$ cat src/rtl/mux2_serializer.sv
// Parallel-to-serial frame generator feeding a 2:1 mux stage: ser_bit drives mux d1, ser_sel drives mux sel.
// Shifts a WIDTH-bit word out LSB-first, with an optional trailing parity bit and a one-cycle done pulse.
//
// state | meaning
// IDLE  | waiting for a word; in_ready high, serial outputs low
// DATA  | shifting data bits 0..WIDTH-1 onto ser_bit
// PAR   | driving the parity bit (only when PARITY_EN=1)
module mux2_serializer #(
  parameter int WIDTH      = 8,
  parameter int PARITY_EN  = 1,
  parameter int ODD_PARITY = 0
) (
  input  logic                       clk,
  input  logic                       rst,
  input  logic [WIDTH-1:0]           in_data,
  input  logic                       in_valid,
  output logic                       in_ready,
  output logic                       ser_bit,
  output logic                       ser_sel,
  output logic [$clog2(WIDTH+1)-1:0] bit_idx,
  output logic                       done
);

  localparam int IW = $clog2(WIDTH+1);
  localparam int CW = $clog2(WIDTH);

  localparam logic [1:0] S_IDLE = 2'd0;
  localparam logic [1:0] S_DATA = 2'd1;
  localparam logic [1:0] S_PAR  = 2'd2;

  logic [1:0]       state;
  logic [WIDTH-1:0] shreg;
  logic [CW-1:0]    cnt;
  logic             par_bit;

  assign in_ready = (state == S_IDLE) && !rst;

  always_ff @(posedge clk or posedge rst) begin
    if (rst) begin
      state   <= S_IDLE;
      shreg   <= '0;
      cnt     <= '0;
      par_bit <= 1'b0;
      ser_bit <= 1'b0;
      ser_sel <= 1'b0;
      bit_idx <= '0;
      done    <= 1'b0;
    end else begin
      done <= 1'b0;
      case (state)
        S_IDLE: begin
          if (in_valid && in_ready) begin
            // bit 0 goes out directly; shreg holds the bits still to come
            state   <= S_DATA;
            ser_bit <= in_data[0];
            ser_sel <= 1'b1;
            bit_idx <= '0;
            shreg   <= in_data >> 1;
            cnt     <= CW'(WIDTH-1);
            par_bit <= (^in_data) ^ (ODD_PARITY != 0);
          end
        end
        S_DATA: begin
          // cnt counts data bits remaining after the one currently on ser_bit
          if (cnt != '0) begin
            ser_bit <= shreg[0];
            shreg   <= shreg >> 1;
            cnt     <= cnt - CW'(1);
            bit_idx <= bit_idx + IW'(1);
          end else if (PARITY_EN != 0) begin
            state   <= S_PAR;
            ser_bit <= par_bit;
            bit_idx <= IW'(WIDTH);
          end else begin
            state   <= S_IDLE;
            ser_bit <= 1'b0;
            ser_sel <= 1'b0;
            bit_idx <= '0;
            done    <= 1'b1;
          end
        end
        S_PAR: begin
          state   <= S_IDLE;
          ser_bit <= 1'b0;
          ser_sel <= 1'b0;
          bit_idx <= '0;
          done    <= 1'b1;
        end
        default: begin
          state   <= S_IDLE;
          ser_bit <= 1'b0;
          ser_sel <= 1'b0;
          bit_idx <= '0;
        end
      endcase
    end
  end

endmodule

$ cat config.mk
export PLATFORM = sky130hd
export DESIGN_NAME = mux2_serializer
export DESIGN_NICKNAME = d
export VERILOG_FILES = /design/src/rtl/mux2_serializer.sv
export SDC_FILE = /design/constraint.sdc
export NUM_CORES = 1
export LEC_CHECK = 0
export ABC_CLOCK_PERIOD_IN_PS = 2900
export CAP_MARGIN = 10
export CELL_PAD_IN_SITES_DETAIL_PLACEMENT = 0
export CELL_PAD_IN_SITES_GLOBAL_PLACEMENT = 1
export CORE_MARGIN = 3
export CORE_UTILIZATION = 35
export CTS_CLUSTER_SIZE = 16
export DETAILED_ROUTE_END_ITERATION = 8
export GPL_TIMING_DRIVEN = 0
export PLACE_DENSITY_LB_ADDON = 0.25
export SLEW_MARGIN = 25
export SYNTH_ARGS = -nofsm -noshare
export SYNTH_HDL_FRONTEND = slang
export SYNTH_SLANG_ARGS = --single-unit
$ cat constraint.sdc
create_clock -name clk -period 2.9 [get_ports clk]
set_input_delay 0.58 -clock clk [delete_from_list [all_inputs] [get_ports clk]]
set_output_delay 0.58 -clock clk [all_outputs]
set_load 0.05 [all_outputs]
---- Word level (Yosys, flattened, before mapping) ----
Index checks and enable logic that the tools add are counted.
W data, S select, Z words.
word-level totals
  bits in registers ....................... 21
  input bits .............................. 11
  word-level logic and storage cells ...... 45
cells by class
  add/subtract/negate cells ............... 2
  equal/unequal tests ..................... 5
  multiplexer cells ....................... 18
  bitwise gates (word level) .............. 1
  reduce and logical (&&, ||, !) cells .... 11
operators with widths
  cell                   count
  $mux W8                2
  $pmux W8 S2            1
  $mux W4                2
  $pmux W4 S2            1
  $reduce_xor A8 Y1      1
  $mux W3                2
  $pmux W3 S2            1
  $reduce_and A2 Y1      3
  $add A4 B1 Y4 const B  1
  $mux W1                4
  $mux W2                2
  $ne A2 B2 Y1 const B   2
  $pmux W1 S2            2
  $pmux W2 S2            1
  $reduce_and A3 Y1      1
  $reduce_bool A3 Y1     1
  $sub A3 B1 Y3 const B  1
  $eq A2 B1 Y1 const B   1
  $eq A2 B2 Y1 const B   1
  $logic_and A1 B1 Y1    2
  $logic_not A2 Y1       1
  $ne A2 B1 Y1 const B   1
  $reduce_bool A2 Y1     1
  $logic_not A1 Y1       1
  $not A1 Y1             1

---- Logic depth before layout (Yosys ltp) ----
  depth in word-level cells ............... 5
  gate-level depth with buffers ........... 7
  depth with buffers taken out ............ 6

---- Worst setup path before layout ----
Ideal clock, no wire load.
  path type ............................... in2out
  start point ............................. input port rst
  end point ............................... output port in_ready
  data arrival time ....................... 1.625 ns
  data required time ...................... 2.320 ns
  slack ................................... 0.695 ns
  cell stages on the path ................. 1
  path buffers ............................ 0
  cell sequence ........................... nor3_1
on the way
  cells in the longest elaborated chain, start to end .. 2
RTL lines
  element                            line  text
  start, declared                    14    input logic rst,
  $logic_not A1 Y1 (no source line)  n/a
  $logic_and A1 B1 Y1                36    assign in_ready = (state == S_IDLE) && !rst;
  end, declared                      17    output logic in_ready,
No other way between the ends.

---- Worst setup path after layout ----
Ends and elaborated chain as after synthesis.

==> summary.md <==
| Metric | Value |
|---|---|
| Outcome | finished clean |
| Slew Viols, Final | 0 |
| Fraction of registers with async set/reset | 100% |
| CP Cell Sequence | clkdlybuf4s50_1, nor3_1, clkdlybuf4s50_1 |
| Syn Std Cell Area | roughly 1000 um^2 |
| CTS tree | done |
| Max cap viols | 0 |
| Clock-pin slew on the worst setup and hold paths | 0.11 ns |
| Worst Max-Slew Pin Slew | 0.763 ns |
| Post-synth EDFFs | 0 |
| Core area | 2780 um^2 |
| M1 WL | between 900 and 1000 um |
| Cell count along the critical path | 3 |
| Setup Viol. Count Final | 0 |
| Number of global-route vias before repair | 761 |
| DR vias | 761 |
| Grt ovf | 0 |
| DR DRC count | 0 |
| Sequential-to-total area share from yosys stat | around half |
| Core Rows | 19 |
| Worst hold path cell count | 1 |
| Reg power frac | between 30% and 40% |
| Count of cell types in the netlist | 31 |
| Total power | 0.00142 W |
| Worst path buffer plus inverter count | 2 |
| Worst Setup Start Kind | input port |
| Routed length on met3 | 90 um |
| Diode count | 0 |
| Internal power | 0.000803 W |
| Yosys warnings | 0 |
| PortBufs | 18 |
| Net Sw Frac | 43.4% |
| Vias per inst | 5.04 |
| Die Area | 3650 um^2 |
| Comb power frac | 55.1% |
| RSZ-0062 raised after global routing | false |
| Routed WL | between 2000 and 2500 um |
| Pin count of the biggest net entering global routing | 21 |
| Static Leakage | 0.575 nW |
| Hold-fix buffers at CTS | 0 |
| Cell mode on critical path | clkdlybuf4s50_1 |
| Clk root buf | clkbuf_4 |
| Slowest cell on the critical path | clkdlybuf4s50_1 |
| Final core utilization | 46.5% |
| FF-to-FF path depth | 6 |
| I/O pin count | 19 |
| Area Growth Syn to Fin | 24.6% |
| TritonCTS sink count | 20 |
| Final hold vios | 0 |
| Clock power frac | 11.6% |
| Drt first pass iters | 4 |
| Worst EP arrival | 2.00 ns |
| Design Area, Final | ~1300 um^2 |
| Initial core utilization | 37.3% |
| Switching Power | around 0.0006 W |
| Share of cells above drive strength 1 | 13.3% |
| Routed met2 length | 962 um |
| Mapped Cells | 98 |
| Gpl congestion | 0.704 |
| Critical path type | in -> out |
| Max Buffers Root-to-Sink | 2 |
| Post-CTS setup buffer count | 0 |
| DP Area | 1260 um^2 |
| Power per cell area | 1100 nW/um^2 |
| Delay-heaviest family, CP | buffers and inverters |
| Predominant post-synthesis flop cell | dfrtp_1 |
| Nets | 135 |
| Synth Register Bits | 20 |
| Hold Path Class | reg -> reg |
| Slew HR | 49.1% |
| Max incr delay on CP | 0.82 ns |
| Multi-input logic area | 480 um^2 |
| Initial antenna violation count | 0 |
| Peak supply drop | 554 uV |
| Fillers | 269 |
| Req. time, crit path | 2.32 ns |
| Detail Route Antenna Nets | 0 |
| Minimum hold slack | 0.480 ns |
| Die width | 60.4 um |
| Fin Setup TNS | 0 ns |
| Fmax | 0.388 GHz |
| Crit Path Max Fanout | 3 |
| GR Util All Layers | between 10% and 20% |
| Worst skew pair latency | 0.30 ns |
| Period utilization | between 80% and 90% |
| Worst Clk Skew | 0.00484 ns |
| Global-route wire length before repair | 3690 um |
| Top Metal Used | met4 |
| Kind of capture point of the worst setup path | primary output |
| Num CTS Buffers | 3 |
| Drt wl/cell | 13.7 um |
| Mapped Nets | 112 |
| Die Height | 60.4 um |
| FF-to-FF setup slack | 1.36 ns |
| DR iter-0 viols | 37 |
| Register Area | 500 um^2 |
| CTS H-Tree Depth | 1 |
| Mean Syn Cell Area | 10.6 um^2 |
| Resized cells post-CTS | 0 |
| Tmin final | 2.58 ns |
| DP HPWL | 1530 um |
-- cell type report --
type                            instances  area share, %
Timing Repair Buffer                   18           13.9
Multi-Input combinational cell         69           37.2
Tap cell                               31           3.00
Clock buffer                            4           2.81
Sequential cell                        20           38.7
Inverter                                6           1.74
Buffer                                  3           2.61
-- cells in the mapped netlist (2+ instances only) --
cell type   n  area [um^2]
a21oi_1     2         10.0
buf_6       3         33.8
dfrtp_1    20          500
ha_1        3         37.5
inv_1       5         18.8
mux2i_1     6         60.1
nand2_1    14         52.6
nand3_1     2         10.0
nor2_1      3         11.3
nor2b_2     2         17.5
nor3_1      2         10.0
o21ai_0     2         10.0
o21ai_1    10         50.1
xnor2_1     7         61.3
-- kinds of logic (layout without fill, tap and decap cells) --
group,count (synthesis),count (layout),synth area share (%)
multiplexers,6,6,5.79
adder cells (fa/ha/maj),3,3,3.62
buffers and inverters,9,31,5.43
AO/OA/AOI/OAI,21,21,13.8
AND/OR/NAND/NOR,32,32,17.3
XOR/XNOR,7,7,5.91
flip-flops,20,20,48.3
-- cells in the final DEF (no fill, tap or decap) --
cell type,count
ha_1,3
and2_1,1
and3_1,1
nor3b_1,1
nand3_1,2
inv_1,5
a21o_1,1
nor2_2,1
clkbuf_8,1
a22o_1,1
inv_2,1
clkdlybuf4s50_1,18
nand3b_1,1
dfrtp_1,20
a21oi_1,2
o211ai_4,1
xnor2_1,7
mux2i_1,6
nand2b_4,1
nor3_2,1
o21ai_1,10
nand2_1,14
nor2_1,3
clkbuf_4,3
o21ai_0,2
a32o_1,1
and3_4,1
a211o_1,1
buf_6,3
a221oi_1,1
nor2b_2,2
nand2b_2,1
o31ai_1,1
nor3_1,2
-- flip-flops by register name, indices dropped and copies added, names as in the netlist --
name	count
ser_sel	1
shreg	7
done	1
par_bit	1
ser_bit	1
cnt	3
state	2
bit_idx	4
-- power by group through the flow --
stage,registers (W),clock network (W),logic [W]
detailed placement,0.000480,0,0.000793
global route,0.000490,0.000188,0.000866
floorplan,0.000592,0,0.000471
finish,0.000473,0.000165,0.000782
CTS,0.000474,0.000172,0.000793
global placement,0.000474,0,0.000780
-- metrics by stage --
step	setup slack, ns	std cells
after floorplan	0.695	98
after global placement	0.323	147
after detailed placement	0.319	147
after CTS	0.312	151
after global routing	0.209	151
final	0.320	151
-- layer usage --
metal / global-route usage (%) / vias up
met5: 0 / -
met4: 5.88 / 0
met3: 2.77 / 2
met2: 21.1 / 13
met1: 18.3 / 369
li1: - / 377
-- final timing paths --
kind	start	end
worst min register to register	cnt[0]	cnt[0]
worst min-delay path	cnt[0]	cnt[0]
worst max-delay path	rst	in_ready
min in group asynchronous	rst	ser_sel
worst max register to register	cnt[0]	ser_bit
max in group asynchronous	rst	cnt[0]
Power figures use the tool's default switching activity.
